$ cat src/rtl/pong_pkg.sv
// Shared types and geometry helpers for the pong paddle datapath.
// Position limits derive from paddle length and matrix height.
package pong_pkg;

    localparam int SIZE_DEF  = 2;
    localparam int WIDTH_DEF = 8;

    typedef logic [2:0] pos_t;

    typedef enum logic [1:0] {
        IDLE   = 2'd0,
        DELAY  = 2'd1,
        REPEAT = 2'd2
    } state_t;

    typedef enum logic {
        UP   = 1'b0,
        DOWN = 1'b1
    } dir_t;

    function automatic pos_t pos_min();
        return pos_t'(1);
    endfunction

    function automatic pos_t pos_max(int size, int width);
        return pos_t'(width - 1 - size);
    endfunction

    function automatic pos_t pos_reset(int size, int width);
        return pos_t'((width - size) / 2);
    endfunction

    localparam pos_t POS_MIN   = pos_min();
    localparam pos_t POS_MAX   = pos_max(SIZE_DEF, WIDTH_DEF);
    localparam pos_t POS_RESET = pos_reset(SIZE_DEF, WIDTH_DEF);

endpackage

$ cat src/rtl/paddle_control_if.sv
// Button inputs and paddle position outputs of one player.
// The game side drives buttons; the paddle block drives position.
interface paddle_control_if;
    import pong_pkg::*;

    logic btn_up;
    logic btn_down;
    pos_t player_down;
    logic moved;

    modport master (
        output btn_up,
        output btn_down,
        input  player_down,
        input  moved
    );

    modport slave (
        input  btn_up,
        input  btn_down,
        output player_down,
        output moved
    );

endinterface

$ cat src/rtl/button_debounce.sv
// Two-flop synchroniser followed by a stable-level debouncer.
// db only follows s after DEBOUNCE_CYCLES consecutive differing samples.
module button_debounce #(
    parameter int DEBOUNCE_CYCLES = 50000
) (
    input  logic clk,
    input  logic reset,
    input  logic btn,
    output logic db
);

    localparam logic [15:0] CNT_LAST = 16'(DEBOUNCE_CYCLES - 1);

    logic        meta;
    logic        s;
    logic [15:0] cnt;

    // synchronise the raw level, then count how long it disagrees with db
    always_ff @(posedge clk) begin
        if (reset) begin
            meta <= 1'b0;
            s    <= 1'b0;
            db   <= 1'b0;
            cnt  <= '0;
        end else begin
            meta <= btn;
            s    <= meta;
            if (s == db) begin
                cnt <= '0;
            end else if (cnt == CNT_LAST) begin
                db  <= s;
                cnt <= '0;
            end else begin
                cnt <= cnt + 16'd1;
            end
        end
    end

endmodule

$ cat src/rtl/paddle_control.sv
// Debounced up/down buttons step the paddle with hold-to-repeat.
// Position saturates at the rows next to the matrix border.
module paddle_control
    import pong_pkg::*;
#(
    parameter int SIZE            = SIZE_DEF,
    parameter int WIDTH           = WIDTH_DEF,
    parameter int DEBOUNCE_CYCLES = 50000,
    parameter int HOLD_DELAY      = 12500000,
    parameter int REPEAT_PERIOD   = 5000000
) (
    input  logic             clk,
    input  logic             reset,
    paddle_control_if.slave  io
);

    localparam pos_t        PMIN      = pos_min();
    localparam pos_t        PMAX      = pos_max(SIZE, WIDTH);
    localparam pos_t        PRST      = pos_reset(SIZE, WIDTH);
    localparam logic [23:0] HOLD_LAST = 24'(HOLD_DELAY - 1);
    localparam logic [23:0] REP_LAST  = 24'(REPEAT_PERIOD - 1);

    logic        up_db;
    logic        dn_db;
    state_t      state;
    state_t      state_nxt;
    dir_t        dir;
    dir_t        step_dir;
    logic [23:0] timer;
    pos_t        pos;
    logic        moved_q;
    logic        step;
    logic        tmr_clr;
    logic        tmr_inc;
    logic        one_up;
    logic        one_dn;
    logic        held;
    logic        hit;
    logic        can_move;

    button_debounce #(
        .DEBOUNCE_CYCLES(DEBOUNCE_CYCLES)
    ) u_up (
        .clk   (clk),
        .reset (reset),
        .btn   (io.btn_up),
        .db    (up_db)
    );

    button_debounce #(
        .DEBOUNCE_CYCLES(DEBOUNCE_CYCLES)
    ) u_dn (
        .clk   (clk),
        .reset (reset),
        .btn   (io.btn_down),
        .db    (dn_db)
    );

    assign one_up = up_db & ~dn_db;
    assign one_dn = dn_db & ~up_db;
    assign held   = (dir == UP) ? one_up : one_dn;
    assign hit    = (state == DELAY) ? (timer == HOLD_LAST)
                                     : (timer == REP_LAST);

    // FSM state register
    always_ff @(posedge clk) begin
        if (reset) begin
            state <= IDLE;
        end else begin
            state <= state_nxt;
        end
    end

    // next state: leave the hold as soon as the latched button is not alone
    always_comb begin
        state_nxt = state;
        case (state)
            IDLE: begin
                if (one_up || one_dn) state_nxt = DELAY;
            end
            DELAY: begin
                if (!held)    state_nxt = IDLE;
                else if (hit) state_nxt = REPEAT;
            end
            REPEAT: begin
                if (!held) state_nxt = IDLE;
            end
            default: state_nxt = IDLE;
        endcase
    end

    // FSM outputs: step request, its direction and timer control
    always_comb begin
        step     = 1'b0;
        step_dir = dir;
        tmr_clr  = 1'b0;
        tmr_inc  = 1'b0;
        case (state)
            IDLE: begin
                if (one_up || one_dn) begin
                    step     = 1'b1;
                    step_dir = one_dn ? DOWN : UP;
                    tmr_clr  = 1'b1;
                end
            end
            DELAY, REPEAT: begin
                if (held) begin
                    if (hit) begin
                        step    = 1'b1;
                        tmr_clr = 1'b1;
                    end else begin
                        tmr_inc = 1'b1;
                    end
                end
            end
            default: ;
        endcase
    end

    // a step at a border row is swallowed without a moved pulse
    assign can_move = step && ((step_dir == UP) ? (pos > PMIN)
                                                : (pos < PMAX));

    // direction latch, hold timer and registered paddle position
    always_ff @(posedge clk) begin
        if (reset) begin
            dir     <= UP;
            timer   <= '0;
            pos     <= PRST;
            moved_q <= 1'b0;
        end else begin
            dir     <= step_dir;
            moved_q <= can_move;
            if (tmr_clr)      timer <= '0;
            else if (tmr_inc) timer <= timer + 24'd1;
            if (can_move) begin
                pos <= (step_dir == UP) ? pos - 3'd1 : pos + 3'd1;
            end
        end
    end

    assign io.player_down = pos;
    assign io.moved       = moved_q;

endmodule

$ cat src/flat_wrapper.sv
// flat-port wrapper written by rule: the top's interface ports become plain ports
module paddle_control_flat import pong_pkg::*;
#(
    parameter int SIZE            = SIZE_DEF,
    parameter int WIDTH           = WIDTH_DEF,
    parameter int DEBOUNCE_CYCLES = 50000,
    parameter int HOLD_DELAY      = 12500000,
    parameter int REPEAT_PERIOD   = 5000000
)
  (clk, reset, io_btn_up, io_btn_down, io_player_down, io_moved);
  paddle_control_if io_i ();
  input  logic clk;
  input  logic reset;
  input wire logic [$bits(io_i.btn_up)-1:0] io_btn_up;
  input wire logic [$bits(io_i.btn_down)-1:0] io_btn_down;
  output wire logic [$bits(io_i.player_down)-1:0] io_player_down;
  output wire logic [$bits(io_i.moved)-1:0] io_moved;
  assign io_i.btn_up = io_btn_up;
  assign io_i.btn_down = io_btn_down;
  assign io_player_down = io_i.player_down;
  assign io_moved = io_i.moved;
  paddle_control #(.SIZE(SIZE), .WIDTH(WIDTH), .DEBOUNCE_CYCLES(DEBOUNCE_CYCLES), .HOLD_DELAY(HOLD_DELAY), .REPEAT_PERIOD(REPEAT_PERIOD)) u_core (.clk(clk), .reset(reset), .io(io_i));
endmodule
$ cat config.mk
export PLATFORM = sky130hd
export DESIGN_NAME = paddle_control_flat
export DESIGN_NICKNAME = d
export VERILOG_FILES = /design/src/rtl/pong_pkg.sv /design/src/rtl/paddle_control_if.sv /design/src/rtl/button_debounce.sv /design/src/rtl/paddle_control.sv /design/src/flat_wrapper.sv
export SDC_FILE = /design/constraint.sdc
export NUM_CORES = 1
export LEC_CHECK = 0
export ABC_AREA = 0
export CORE_MARGIN = 1.5
export CORE_UTILIZATION = 61
export DETAILED_ROUTE_END_ITERATION = 10
export HOLD_SLACK_MARGIN = 0.03
export MAX_ROUTING_LAYER = met4
export PLACE_DENSITY = 0.79
export SLEW_MARGIN = 10
export SYNTH_ARGS = -nofsm -noshare
export SYNTH_HDL_FRONTEND = slang
export SYNTH_SLANG_ARGS = --single-unit
$ cat constraint.sdc
create_clock -name clk -period 3.1 [get_ports clk]
set_input_delay 0.93 -clock clk [delete_from_list [all_inputs] [get_ports clk]]
set_output_delay 0.93 -clock clk [all_outputs]
set_load 0.02 [all_outputs]
# Yosys cells after proc, flatten, opt, wreduce, memory -nomap -nowiden
# Index checks and enable logic that the tools add are counted.
[word_totals]
regBits = 69
latch_bits = 0
ram_bits = 0
rom_bits = 0
inputBits = 4
out_inout_bits = 4
wordCells = 66
mem_count = 0
[op_classes]
n_addsub = 5
mul = 0
n_div = 0
n_lt_le_gt_ge = 2
eq_ne = 11
shift = 0
mux = 19
bitwise_logic = 6
n_reduce_logical = 10
[op_table]
columns = ["cell", "count"]
rows = [
  ["16-bit by 1-bit adder with 16-bit output, second input constant", 2],
  ["16-bit equality test, second input constant", 2],
  ["24-bit by 1-bit adder with 24-bit output, second input constant", 1],
  ["24-bit by 23-bit equality test with 1-bit output, second input constant", 1],
  ["24-bit equality test, second input constant", 1],
  ["1-bit two-way mux", 12],
  ["2-bit two-way mux", 4],
  ["2-bit case mux with 3 select lines", 1],
  ["3-bit OR reduction", 2],
  ["1-bit inverter", 4],
  ["2-bit AND reduction", 2],
  ["2-bit OR reduction", 2],
  ["3-bit by 1-bit adder with 3-bit output, second input constant", 1],
  ["3-bit by 1-bit > comparator with 1-bit output, second input constant", 1],
  ["3-bit < comparator, second input constant", 1],
  ["3-bit two-way mux", 1],
  ["3-bit != test, second input constant", 1],
  ["3-bit AND reduction", 1],
  ["3-bit by 1-bit subtractor with 3-bit output, second input constant", 1],
  ["1-bit bitwise AND", 2],
  ["1-bit equality test", 2],
  ["2-bit by 1-bit equality test with 1-bit output, second input constant", 1],
  ["2-bit equality test, second input constant", 1],
  ["2-bit zero test", 1],
  ["other kinds (5)", 5],
]

# Logic depth before layout (Yosys ltp)
[logic_depth]
depth_word = 7
depth_mapped = 9
ltp_nobuf = 8

# By module
# From an unflattened synthesis, not the netlist that was laid out.
[hier_totals]
hier_cells = 380
area_unflattened_um2 = 3465.8
[modules_own_cells]
columns = ["module", "instances", "cells_each", "area_per_inst_um2", "seq_area_each_um2"]
rows = [
  ["paddle_control", 1, 206, 1771.7, 620.6],
  ["button_debounce", 2, 87, 847.1, 380.4],
]

# Worst setup path before layout
# No wires, ideal clock.
[synth_path]
kind = "register -> register"
from = "register u_core.u_up.db"
to = "register u_core.pos[2] (netlist: u_core.io.player_down[2])"
setup_time_ns = 0.123
t_arrival_ns = 2.042
required_time_ns = 2.977
path_slack_ns = 0.934
path_stages_with_launch = 9
path_buffers = 0
period_less_slack_ns = 2.166
path_cell_list = "dfxtp_1 > inv_1 > ha_1 > nand2b_1 > mux2_2 > mux2i_1 > nor4b_2 > a21oi_1 > mux2_1"
[synth_between]
elab_chain_len = 7
elab_cells_between_ends = 14
classes_between = "mux: 9; bitwise: 3; reduce/logical: 2"
[synth_rtl]
columns = ["item", "line", "text"]
rows = [
  ["from (decl)", "button_debounce.sv:9", "output logic db"],
  ["from (signal assigned)", "button_debounce.sv:31", "db <= s;"],
  ["1-bit inverter", "paddle_control.sv:60", "assign one_dn = dn_db & ~up_db;"],
  ["1-bit bitwise AND", "paddle_control.sv:60", ""],
  ["1-bit two-way mux / 1-bit logical OR (equally long branches)", "paddle_control.sv:102, paddle_control.sv:100", ""],
  ["1-bit two-way mux", "paddle_control.sv:100", "if (one_up || one_dn) begin"],
  ["1-bit two-way mux", "paddle_control.sv:98", "case (state)"],
  ["1-bit two-way mux", "paddle_control.sv:121", "assign can_move = step && ((step_dir == UP) ? (pos > PMIN)"],
  ["1-bit logical AND", "paddle_control.sv:121", ""],
  ["to (signal assigned)", "paddle_control.sv:137", "pos <= (step_dir == UP) ? pos - 3'd1 : pos + 3'd1;"],
  ["to (decl)", "paddle_control.sv:30", "pos_t pos;"],
]
# Parallel ways exist; a longest one is shown, timed or not.
# A chain may end at the register's enable or synchronous reset.

# Final worst setup path
[layout_path]
from = "register u_core.state[1]"
to = "register u_core.pos[2] (netlist: u_core.io.player_down[2])"
[layout_between]
elab_chain_len = 6
elab_cells_between_ends = 12
classes_between = "eq/ne: 2; mux: 7; reduce/logical: 3"
[layout_rtl]
columns = ["item", "line", "text"]
rows = [
  ["from (decl)", "paddle_control.sv:25", "state_t state;"],
  ["from (signal assigned)", "paddle_control.sv:70", "state <= state_nxt;"],
  ["2-bit by 1-bit equality test with 1-bit output", "paddle_control.sv:62, paddle_control.sv:98", ""],
  ["1-bit two-way mux", "paddle_control.sv:62", "assign hit = (state == DELAY) ? (timer == HOLD_LAST)"],
  ["1-bit two-way mux", "paddle_control.sv:108", "if (hit) begin"],
  ["1-bit two-way mux", "paddle_control.sv:107", "if (held) begin"],
  ["1-bit case mux with 2 select lines", "paddle_control.sv:98", ""],
  ["1-bit logical AND", "paddle_control.sv:121", ""],
]
# Parallel ways exist; a longest one is shown, timed or not.

==> flow_metrics.py <==
metrics = {
    "layout": {
        "area_delta_synth_final_pct": 11.2,
        "fillers": 379,
        "multi_input_area_sq_mm": 0.00182,
        "seq_area_sq_mm": 0.00138,
        "final_area_sq_mm": 0.00367,
        "fin_nets": 413,
        "drive_gt1_frac": 0.0620,
        "n_antenna_cell": 0,
    },
    "clocking": {
        "cts_hold_buf": 0,
        "insertion_delay_ns": 0.35,
        "cts_tree": "built",
        "htree_levels": 3,
        "cts_resized": 0,
        "path_clk_slew_ns": 0.08,
        "cts_setup_buffers": 0,
        "clock_path_buffers": 2,
        "cts-root-buf": "clkbuf_8",
        "cts-buffers-inserted": 9,
        "cts_sinks": 69,
    },
    "synthesis": {
        "avgSynthCellArea_sq_um": 8.48,
        "yosysTopAreaCell": "dfxtp_1",
        "yosys_register_bits": 69,
        "synth_flop_cell": "dfxtp_1",
        "ys_types": 39,
        "ys_seq_area_frac": 0.419,
        "synth_edf_count": 0,
        "ys_async_sr_fraction": 0,
        "synthTopCellsByCount": "83 x nor2_1, 69 x dfxtp_1, 31 x xor2_1, 30 x nand2_1, 21 x xnor2_1",
        "synth_top_area_share": 0.419,
        "synthTopCellsByArea": "dfxtp_1 42%, nor2_1 9.4%, xor2_1 8.2%",
        "yosysMostFrequentCell": "nor2_1",
        "yosysWarningCount": 0,
        "synth_nets": 404,
        "syn_inst": 389,
        "synth.cell_area_sq_mm": 0.00330,
    },
    "drt": {
        "wl_per_cell_um": 12.8,
        "final_antenna_net_count": 0,
        "drt_first_pass_iters": 4,
        "wl_mm": 6.06,
        "drc_errors": 0,
        "num_vias": 2551,
        "detail_route.iter0.violations": 93,
        "viasPerCell": 5.39,
    },
    "place": {
        "gp_congestion": 0.962,
        "portBuffers": 7,
        "hpwl_mm": 4.15,
        "place_area_sq_mm": 0.00342,
    },
    "worst_hold_path": {
        "hp-class": "register to register",
    },
    "worst_setup_path": {
        "end_kind": "register",
        "worstPathMaxFanout": 23,
        "cp-start-kind": "register",
        "worstPathRequired_ns": 3.34,
        "crit_type": "register to register",
        "critical_path_arrival_ns": 2.72,
    },
    "timing": {
        "min_period_over_period": 0.801,
        "relSlewSlack": 0.344,
        "setup_tns_ns": 0,
        "finalHoldViolCount": 0,
        "rsz0062_at_grt": "false",
        "slew_viol_final": 0,
        "max_freq_mhz": 403,
        "skew_ns": 0.00866,
        "tightest_slew_ns": 0.985,
        "finalCriticalPeriod_ns": 2.48,
        "setup_viol": 0,
    },
    "pwr": {
        "p_per_area_mw_per_mm2": 490,
        "irDropWorstVdd_v": 0.000593,
        "leakagePower_nw": 1.24,
    },
    "floorplan": {
        "die_h_um": 76.5,
        "die_area_sq_mm": 0.00586,
        "start_util": 0.638,
        "core-area_sq_mm": 0.00517,
        "rows": 26,
        "die_w_um": 76.5,
        "boundaryPins": 8,
    },
    "global_route": {
        "grt_max_degree": 25,
        "overflow": 0,
        "first_global_vias": 2422,
        "grt_pass1_wl_mm": 10.5,
        "grt_usage": 0.230,
        "antenna_found_initial": 0,
    },
    "job": {
        "drv_cap": 0,
    },
    "status": {
        "status": "completed",
    },
}
## cell type report
type                       instances  share of cell area
clock buffer                       9              0.0338
tap                               70              0.0239
timing repair buffer               9              0.0232
inverter                          12              0.0123
clock inverter                     7              0.0331
multi-input combinational        297               0.497
sequential                        69               0.377
## metrics by stage
stage          std cells  setup slack [ns]   util  hold slack [ns]  power [W]
3_3_place_gp         457             0.692  0.662            0.425   0.000933
5_1_grt              473             0.350  0.709            0.462    0.00186
4_1_cts              473             0.642  0.709            0.456    0.00182
2_1_floorplan        389             0.934      -            0.414   0.000926
6_report             473             0.616  0.709            0.448    0.00180
3_5_place_dp         457             0.645  0.662            0.441   0.000934
## flip-flops by register name, indices dropped and copies added, names as in the netlist
signal,flops
u_core.state,2
u_core.dir,1
u_core.u_dn.cnt,16
u_core.io.moved,1
u_core.u_up.cnt,16
u_core.u_dn.s,1
u_core.io.player_down,3
u_core.u_up.s,1
u_core.u_dn.meta,1
u_core.u_dn.db,1
u_core.u_up.db,1
u_core.timer,24
u_core.u_up.meta,1
## routing by layer
| layer | vias up | track usage | wire length [um] |
|---|---|---|---|
| li1 | 1339 | - | - |
| met1 | 1166 | 0.266 | 2860 |
| met2 | 35 | 0.375 | 2900 |
| met3 | 11 | 0.0754 | 211 |
| met4 | 0 | 0.0778 | 81 |
| met5 | - | - | 0 |
## report_power, final
part | switching, W | internal [W] | total (W) | leakage (nW)
clock network | 0.000348 | 0.000538 | 0.000886 | 0.124
logic | 0.0000139 | 0.00000835 | 0.0000222 | 0.564
registers | 0.00000176 | 0.000889 | 0.000891 | 0.557
## worst max-delay path: stages (launching register included)
cell,delay (ns)
dfxtp_1,0.33
inv_1,0.10
ha_1,0.31
and4b_1,0.25
o221ai_2,0.75
nor4b_2,0.12
a21oi_1,0.18
mux2_1,0.33
## worst paths after layout
check	from	end	slack, ns	cells after the start
setup / recovery	u_core.state[1]	u_core.io.player_down[2]	0.62	7
hold / removal	u_core.u_up.meta	u_core.u_up.s	0.45	1
setup reg to reg	u_core.state[1]	u_core.io.player_down[2]	0.62	7
hold reg to reg	u_core.u_up.meta	u_core.u_up.s	0.45	1
## cells in the final DEF (no fill, tap or decap), types with 10 or more instances in the layout
cell	instances
nor4_1	10
ha_1	11
xnor2_1	21
inv_1	12
nand4_1	15
dfxtp_1	69
nand3_1	20
xor2_1	31
nor3_1	11
nand2_1	30
nor2_1	83
## logic make-up (layout without fill, tap and decap cells)
kind of cell,count (synthesis),in the layout,synth area share
AND/OR/NAND/NOR,209,209,0.314
flip-flops,69,69,0.419
XOR/XNOR,52,52,0.138
buffers and inverters,23,37,0.0281
AO/OA/AOI/OAI,15,15,0.0281
adder cells (fa/ha/maj),11,11,0.0417
multiplexers,10,10,0.0315
Power figures use the tool's default switching activity.
